## config.mk

```make
export PLATFORM = sky130hd
export DESIGN_NAME = reset_sequencer
export DESIGN_NICKNAME = d
export VERILOG_FILES = /design/src/rtl/reset_seq_pkg.sv /design/src/rtl/reset_sequencer_sync2.sv /design/src/rtl/reset_sequencer.sv
export SDC_FILE = /design/constraint.sdc
export NUM_CORES = 1
export LEC_CHECK = 0
export CAP_MARGIN = 20
export CORE_MARGIN = 2
export CORE_UTILIZATION = 50
export CTS_CLUSTER_SIZE = 40
export DETAILED_ROUTE_END_ITERATION = 8
export GPL_ROUTABILITY_DRIVEN = 0
export PLACE_DENSITY = 0.83
export SLEW_MARGIN = 15
export SYNTH_ARGS = -nofsm -noshare
export SYNTH_HDL_FRONTEND = slang
export SYNTH_HIERARCHICAL = 1
export SYNTH_SLANG_ARGS = --single-unit
```

## constraint.sdc

```tcl
create_clock -name clk_50mhz -period 2.28 [get_ports clk_50mhz]
set_input_delay 0.228 -clock clk_50mhz [delete_from_list [all_inputs] [get_ports clk_50mhz]]
set_output_delay 0.228 -clock clk_50mhz [all_outputs]
set_load 0.03 [all_outputs]
```

## src/rtl/reset_seq_pkg.sv

```systemverilog
// reset_seq_pkg
//   Shared definitions for the reset sequencer: sequencer state encoding,
//   the stage-index width helper and the timeout counter width.
package reset_seq_pkg;

  typedef enum logic [1:0] {
    HOLD      = 2'd0,
    WAIT_LOCK = 2'd1,
    RUN       = 2'd2
  } seq_state_t;

  localparam int TIMEOUT_CNT_W = 8;

  // Width of the stage index: clog2 of the domain count, never below 1.
  function automatic int stage_w(input int num_domains);
    return (num_domains <= 2) ? 1 : $clog2(num_domains);
  endfunction

endpackage

```

## src/rtl/reset_sequencer_sync2.sv

```systemverilog
// sync2
//   Two-flop synchroniser for a single asynchronous level signal.
// Ports:
//   clk    destination clock
//   rst_n  asynchronous active-low reset, clears both flops
//   d      asynchronous input
//   q      input synchronised to clk (two-cycle latency)
module sync2 (
  input  logic clk,
  input  logic rst_n,
  input  logic d,
  output logic q
);

  logic meta_p0;
  logic sync_p1;

  // Stage p0: capture (may go metastable); stage p1: settled copy.
  always_ff @(posedge clk or negedge rst_n) begin
    if (!rst_n) begin
      meta_p0 <= 1'b0;
      sync_p1 <= 1'b0;
    end else begin
      meta_p0 <= d;
      sync_p1 <= meta_p0;
    end
  end

  assign q = sync_p1;

endmodule

```

## src/rtl/reset_sequencer.sv

```systemverilog
// reset_sequencer
//   Releases NUM_DOMAINS active-low resets one at a time, lowest index
//   first. Each domain waits HOLD_CYCLES, then waits for its lock; if the
//   lock does not arrive within LOCK_TIMEOUT cycles the hold is retried.
//   A released domain that loses lock pulls itself and every later domain
//   back into reset. A host soft-reset request restarts the whole sequence.
// Ports:
//   clk_50mhz       free-running management clock
//   rst_50mhz_n     asynchronous active-low reset
//   soft_reset_req  asynchronous level request from host
//   lock_in         per-domain asynchronous lock inputs
//   rst_out_n       per-domain active-low resets (flop outputs)
//   done            high while every domain is released
//   stage           index of the domain currently being sequenced
//   timeout_pulse   one-cycle pulse on each lock timeout
//   timeout_count   saturating count of lock timeouts
module reset_sequencer
  import reset_seq_pkg::*;
#(
  parameter  int                     NUM_DOMAINS  = 4,
  parameter  int                     HOLD_CYCLES  = 1024,
  parameter  int                     LOCK_TIMEOUT = 65536,
  parameter  logic [NUM_DOMAINS-1:0] LOCK_MASK    = '0,
  parameter  int                     CNT_W        = 17,
  localparam int                     STAGE_W      = stage_w(NUM_DOMAINS)
) (
  input  logic                     clk_50mhz,
  input  logic                     rst_50mhz_n,
  input  logic                     soft_reset_req,
  input  logic [NUM_DOMAINS-1:0]   lock_in,
  output logic [NUM_DOMAINS-1:0]   rst_out_n,
  output logic                     done,
  output logic [STAGE_W-1:0]       stage,
  output logic                     timeout_pulse,
  output logic [TIMEOUT_CNT_W-1:0] timeout_count
);

  localparam logic [CNT_W-1:0]   HOLD_LAST    = CNT_W'(HOLD_CYCLES - 1);
  localparam logic [CNT_W-1:0]   TIMEOUT_LAST = CNT_W'(LOCK_TIMEOUT - 1);
  localparam logic [STAGE_W-1:0] LAST_STAGE   = STAGE_W'(NUM_DOMAINS - 1);

  seq_state_t               state, state_nxt;
  logic [CNT_W-1:0]         count, count_nxt;
  logic [STAGE_W-1:0]       stage_nxt;
  logic [NUM_DOMAINS-1:0]   rst_nxt;
  logic                     done_nxt;
  logic                     pulse_nxt;
  logic [TIMEOUT_CNT_W-1:0] tcnt_nxt;

  logic [NUM_DOMAINS-1:0]   lock_sync;
  logic [NUM_DOMAINS-1:0]   lock_eff;
  logic                     req_sync;

  logic                     loss_found;
  logic [STAGE_W-1:0]       loss_idx;
  logic [NUM_DOMAINS-1:0]   keep_mask;

  // Input synchronisation boundary: everything below uses synced values.
  for (genvar g = 0; g < NUM_DOMAINS; g++) begin : g_lock_sync
    sync2 u_sync (
      .clk   (clk_50mhz),
      .rst_n (rst_50mhz_n),
      .d     (lock_in[g]),
      .q     (lock_sync[g])
    );
  end

  sync2 u_req_sync (
    .clk   (clk_50mhz),
    .rst_n (rst_50mhz_n),
    .d     (soft_reset_req),
    .q     (req_sync)
  );

  // Masked domains have no meaningful lock source and count as locked.
  assign lock_eff = lock_sync | LOCK_MASK;

  // Lowest released domain that has lost lock; scanning downward lets the
  // lowest index win. keep_mask preserves only domains below it.
  always_comb begin
    loss_found = 1'b0;
    loss_idx   = '0;
    for (int i = NUM_DOMAINS - 1; i >= 0; i--) begin
      if (rst_out_n[i] && !lock_eff[i]) begin
        loss_found = 1'b1;
        loss_idx   = STAGE_W'(i);
      end
    end
    keep_mask = '0;
    for (int i = 0; i < NUM_DOMAINS; i++) begin
      keep_mask[i] = (i < int'(loss_idx));
    end
  end

  // Next-state and output logic. Soft reset beats lock loss, which beats
  // the normal hold/wait stepping.
  always_comb begin
    state_nxt = state;
    count_nxt = count;
    stage_nxt = stage;
    rst_nxt   = rst_out_n;
    done_nxt  = done;
    pulse_nxt = 1'b0;
    tcnt_nxt  = timeout_count;

    if (req_sync) begin
      state_nxt = HOLD;
      count_nxt = '0;
      stage_nxt = '0;
      rst_nxt   = '0;
      done_nxt  = 1'b0;
    end else if (loss_found) begin
      state_nxt = HOLD;
      count_nxt = '0;
      stage_nxt = loss_idx;
      rst_nxt   = rst_out_n & keep_mask;
      done_nxt  = 1'b0;
    end else begin
      unique case (state)
        HOLD: begin
          if (count == HOLD_LAST) begin
            state_nxt = WAIT_LOCK;
            count_nxt = '0;
          end else begin
            count_nxt = count + 1'b1;
          end
        end
        WAIT_LOCK: begin
          if (lock_eff[stage]) begin
            rst_nxt[stage] = 1'b1;
            count_nxt      = '0;
            if (stage == LAST_STAGE) begin
              state_nxt = RUN;
              done_nxt  = 1'b1;
            end else begin
              stage_nxt = stage + 1'b1;
              state_nxt = HOLD;
            end
          end else if (count == TIMEOUT_LAST) begin
            // Retry only touches the current stage; earlier domains keep
            // their released state.
            pulse_nxt = 1'b1;
            if (timeout_count != '1) begin
              tcnt_nxt = timeout_count + 1'b1;
            end
            state_nxt = HOLD;
            count_nxt = '0;
          end else begin
            count_nxt = count + 1'b1;
          end
        end
        RUN: begin
          done_nxt = 1'b1;
        end
        default: begin
          state_nxt = HOLD;
          count_nxt = '0;
        end
      endcase
    end
  end

  // Register boundary: all outputs come straight from these flops.
  always_ff @(posedge clk_50mhz or negedge rst_50mhz_n) begin
    if (!rst_50mhz_n) begin
      state         <= HOLD;
      count         <= '0;
      stage         <= '0;
      rst_out_n     <= '0;
      done          <= 1'b0;
      timeout_pulse <= 1'b0;
      timeout_count <= '0;
    end else begin
      state         <= state_nxt;
      count         <= count_nxt;
      stage         <= stage_nxt;
      rst_out_n     <= rst_nxt;
      done          <= done_nxt;
      timeout_pulse <= pulse_nxt;
      timeout_count <= tcnt_nxt;
    end
  end

endmodule

```

==> run metrics <==
Ant. Diodes 0; sum of negative setup slack 0 ps; Mapped Avg Cell Area 10.39 um^2; Slew HR 0.6439; Tightest Pin Transition approximately 530 ps; starting density of the core 0.5201; First-pass DRT Iterations 4; vias in the first global route 1800; final hold violation count 0; die area around 5000 um^2; fin crit period 2172 ps; Nets about 280; syn nets 237; CP Launch Type flop; Yosys cell types 47; largest family of logic cells by synthesized area simple AND/OR/NAND/NOR gates; Die Wd slightly above 70 um; Pint 1215 uW; Power Dens Cells 567.3 nW/um^2; CTS H-tree lvls 2; top cell type's share of synthesized area 0.4972; Slowest-stage cell, CP or4_1; multiplexer share of the synthesized area 0.02873; Seq cells post-synth 45; synth top area cells dfrtp_1 50%, ha_1 6.6%, nand2_1 3.5%, nor2_1 3.5%, xor2_1 3.5%; Post-synth EDFFs 0; Top Family by Delay on Critical Path simple AND/OR/NAND/NOR gates; DRC 0; vias per inst roughly 5.5; simple-gate area share of the yosys netlist 0.2276; layout cells sized above 1 0.1673; fraction of registers with async set/reset 1.000; largest vdd supply drop 0.0004915 V; IO Port Bufs 22; Crit. path cell count 10; Comb power frac 0.099; Sw Ratio 0.2419; Clock Power Share 0.378; Tcrit/Tclk final 0.9526; Leak 0.001262 uW; Rows 24; Synth Flop Type dfrtp_1; Synth Area in Adders 0.06630; FF-to-FF path depth 10; CP Data Arrival Time 2390 ps; final WL ~4500 um; first-pass GRT wire length 7755 um; Synth Area in XOR/XNOR 0.06188; sequential area share after synthesis 0.4972; Syn Std Cell Area 2265 um^2; I/O pin count 23; grt ovf 0; CTS Buf Count 5; Final Skew ~11 ps; cells along the critical path and4_2 > and4_1 > and3_1 > nand3_2 > inv_1 > ha_4 > inv_2 > a22oi_2 > or4_1 > a31oi_1; Synth Instances 218; Final Setup Violations 0; sw power 387.5 uW; Sequential Power Share 0.523; Crit path required time about 2500 ps; GRT Total Usage 0.1928; Fmax achieved 460.4 MHz; CTS tree done; Final Slew Violations 0; clk root buf clkbuf_8; Critical Path Sink Type flop; Synth warnings 6; Worst Path Max Fanout 2; status finished clean; worst path bufs/invs 2; Final Worst Setup Slack 108.1 ps; Setup Crit Path Kind flop to flop; clk buf depth 2; average wire per standard cell 14.31 um; Worst-path clk slew about 90 ps; initial antenna violation count 0; hpwl dp ~3400 um; compound-cell area share of the yosys netlist 0.08785; most frequent cells in the layout 45 x dfrtp_1, 21 x nor2_1, 21 x nand2_1, 21 x clkdlybuf4s50_1, 18 x buf_4; CP max stage delay ~470 ps; drt initial violations 80; pre-CTS WS 29.50 ps; Core Region ~4400 um^2; via count about 1700; commonest non-fill, non-tap cell in the layout dfrtp_1; DIE HEIGHT 71.30 um; Hold Path Class primary input to asynchronous set/reset pin; area added between synthesis and finish 24.70%; clk_lat worst skew roughly 300 ps; MaxCap Viol Count 0; largest net degree at the start of global routing 18; leading area contributor after synthesis dfrtp_1; final total power 1602 uW; ANT nets after route 0; clock sinks 45
power by group through the flow:
stage | clock, uW | sequential (uW) | combinational (uW)
3_3_place_gp | 0 | 852 | 154
4_1_cts | 622 | 838 | 159
3_5_place_dp | 0 | 853 | 158
6_report | 606 | 838 | 159
2_1_floorplan | 0 | 867 | 66.3
5_1_grt | 651 | 841 | 178
flip-flops by register name, summed over array words and instances, names as in the netlist:
signal                      flops
timeout_count                   8
done                            1
state                           2
rst_out_n                       4
g_lock_sync.u_sync/meta_p0      4
timeout_pulse                   1
stage                           2
count                          17
u_req_sync/q                    1
g_lock_sync.u_sync/q            4
u_req_sync/meta_p0              1
logic make-up (layout without fill, tap and decap cells):
family / after synthesis / count (layout)
muxes: 5 / 5
AOI/OAI and AO/OA: 29 / 29
DFF: 45 / 45
xor gates and xnor gates: 16 / 16
and+or+nand+nor: 95 / 95
adders and majority gates: 12 / 12
buffers and inverters: 16 / 61
repair_timing:
item                                    in CTS  in global routing
endpoints found under the hold margin       11                  0
setup buffers                                0                  2
resized for setup                            0                  6
hold buffers                                 1                  0
endpoints found under the setup margin       0                 17
per-layer routing:
metal | share of wire | wire [um] | vias up | GRT usage
met5 | 0 | 0 | - | 0
met3 | 0.042 | 191 | 7 | 0.05063
met2 | 0.50 | 2238 | 36 | 0.3302
met4 | 0.012 | 54 | 0 | 0.06918
met1 | 0.45 | 2025 | 850 | 0.2350
li1 | - | - | 854 | -
stage by stage:
step | cell area [um^2] | utilization | hold WS (ps) | std cells
2_1_floorplan | 2272 | - | -67.59 | 218
3_3_place_gp | 2648 | 0.6080 | 122.6 | 304
3_5_place_dp | 2648 | 0.6080 | 122.6 | 304
4_1_cts | 2773 | 0.6368 | 327.6 | 313
5_1_grt | 2824 | 0.6486 | 357.8 | 315
6_report | 2824 | 0.6486 | 324.5 | 315
final timing paths:
kind                                                from                       to  slack (ps)
hold / removal                               rst_50mhz_n                 count[0]         320
setup reg to reg                                count[6]                 count[8]         110
min in group clk_50mhz                    soft_reset_req       u_req_sync/meta_p0         350
hold reg to reg            g_lock_sync[2].u_sync/meta_p0  g_lock_sync[2].u_sync/q         350
max in group asynchronous                    rst_50mhz_n         timeout_count[7]        1430
setup / recovery                                count[6]                 count[8]         110
synth_stat cells, types with 2 or more instances:
library cell  number
nand4_1            6
nand3b_1           2
nor3_1             4
and4_1             3
nand3_1           12
mux2_2             2
nand2_1           21
o31ai_1            3
a31oi_1            2
and2_2             2
nand2b_1           2
ha_1              12
or3_1              3
nor2_1            21
and3_1             4
nor4b_1            2
xor2_1             9
dfrtp_1           45
a21oi_1            8
xnor2_1            7
o21ai_0            4
clkbuf_1           2
nor4_1             3
mux2i_1            2
inv_1             12
and2_1             2
nor2b_1            3
final cells by class:
| cell class | count | area [um^2] |
|---|---|---|
| clock inverter | 3 | 46.29 |
| tap | 52 | 65.06 |
| fill | 351 | 1530 |
| multi-input combinational | 157 | 1112 |
| clock buffer | 5 | 68.82 |
| timing repair buffer | 41 | 360.3 |
| inverter | 12 | 45.04 |
| sequential | 45 | 1126 |
(Power assumes the default switching activity.)
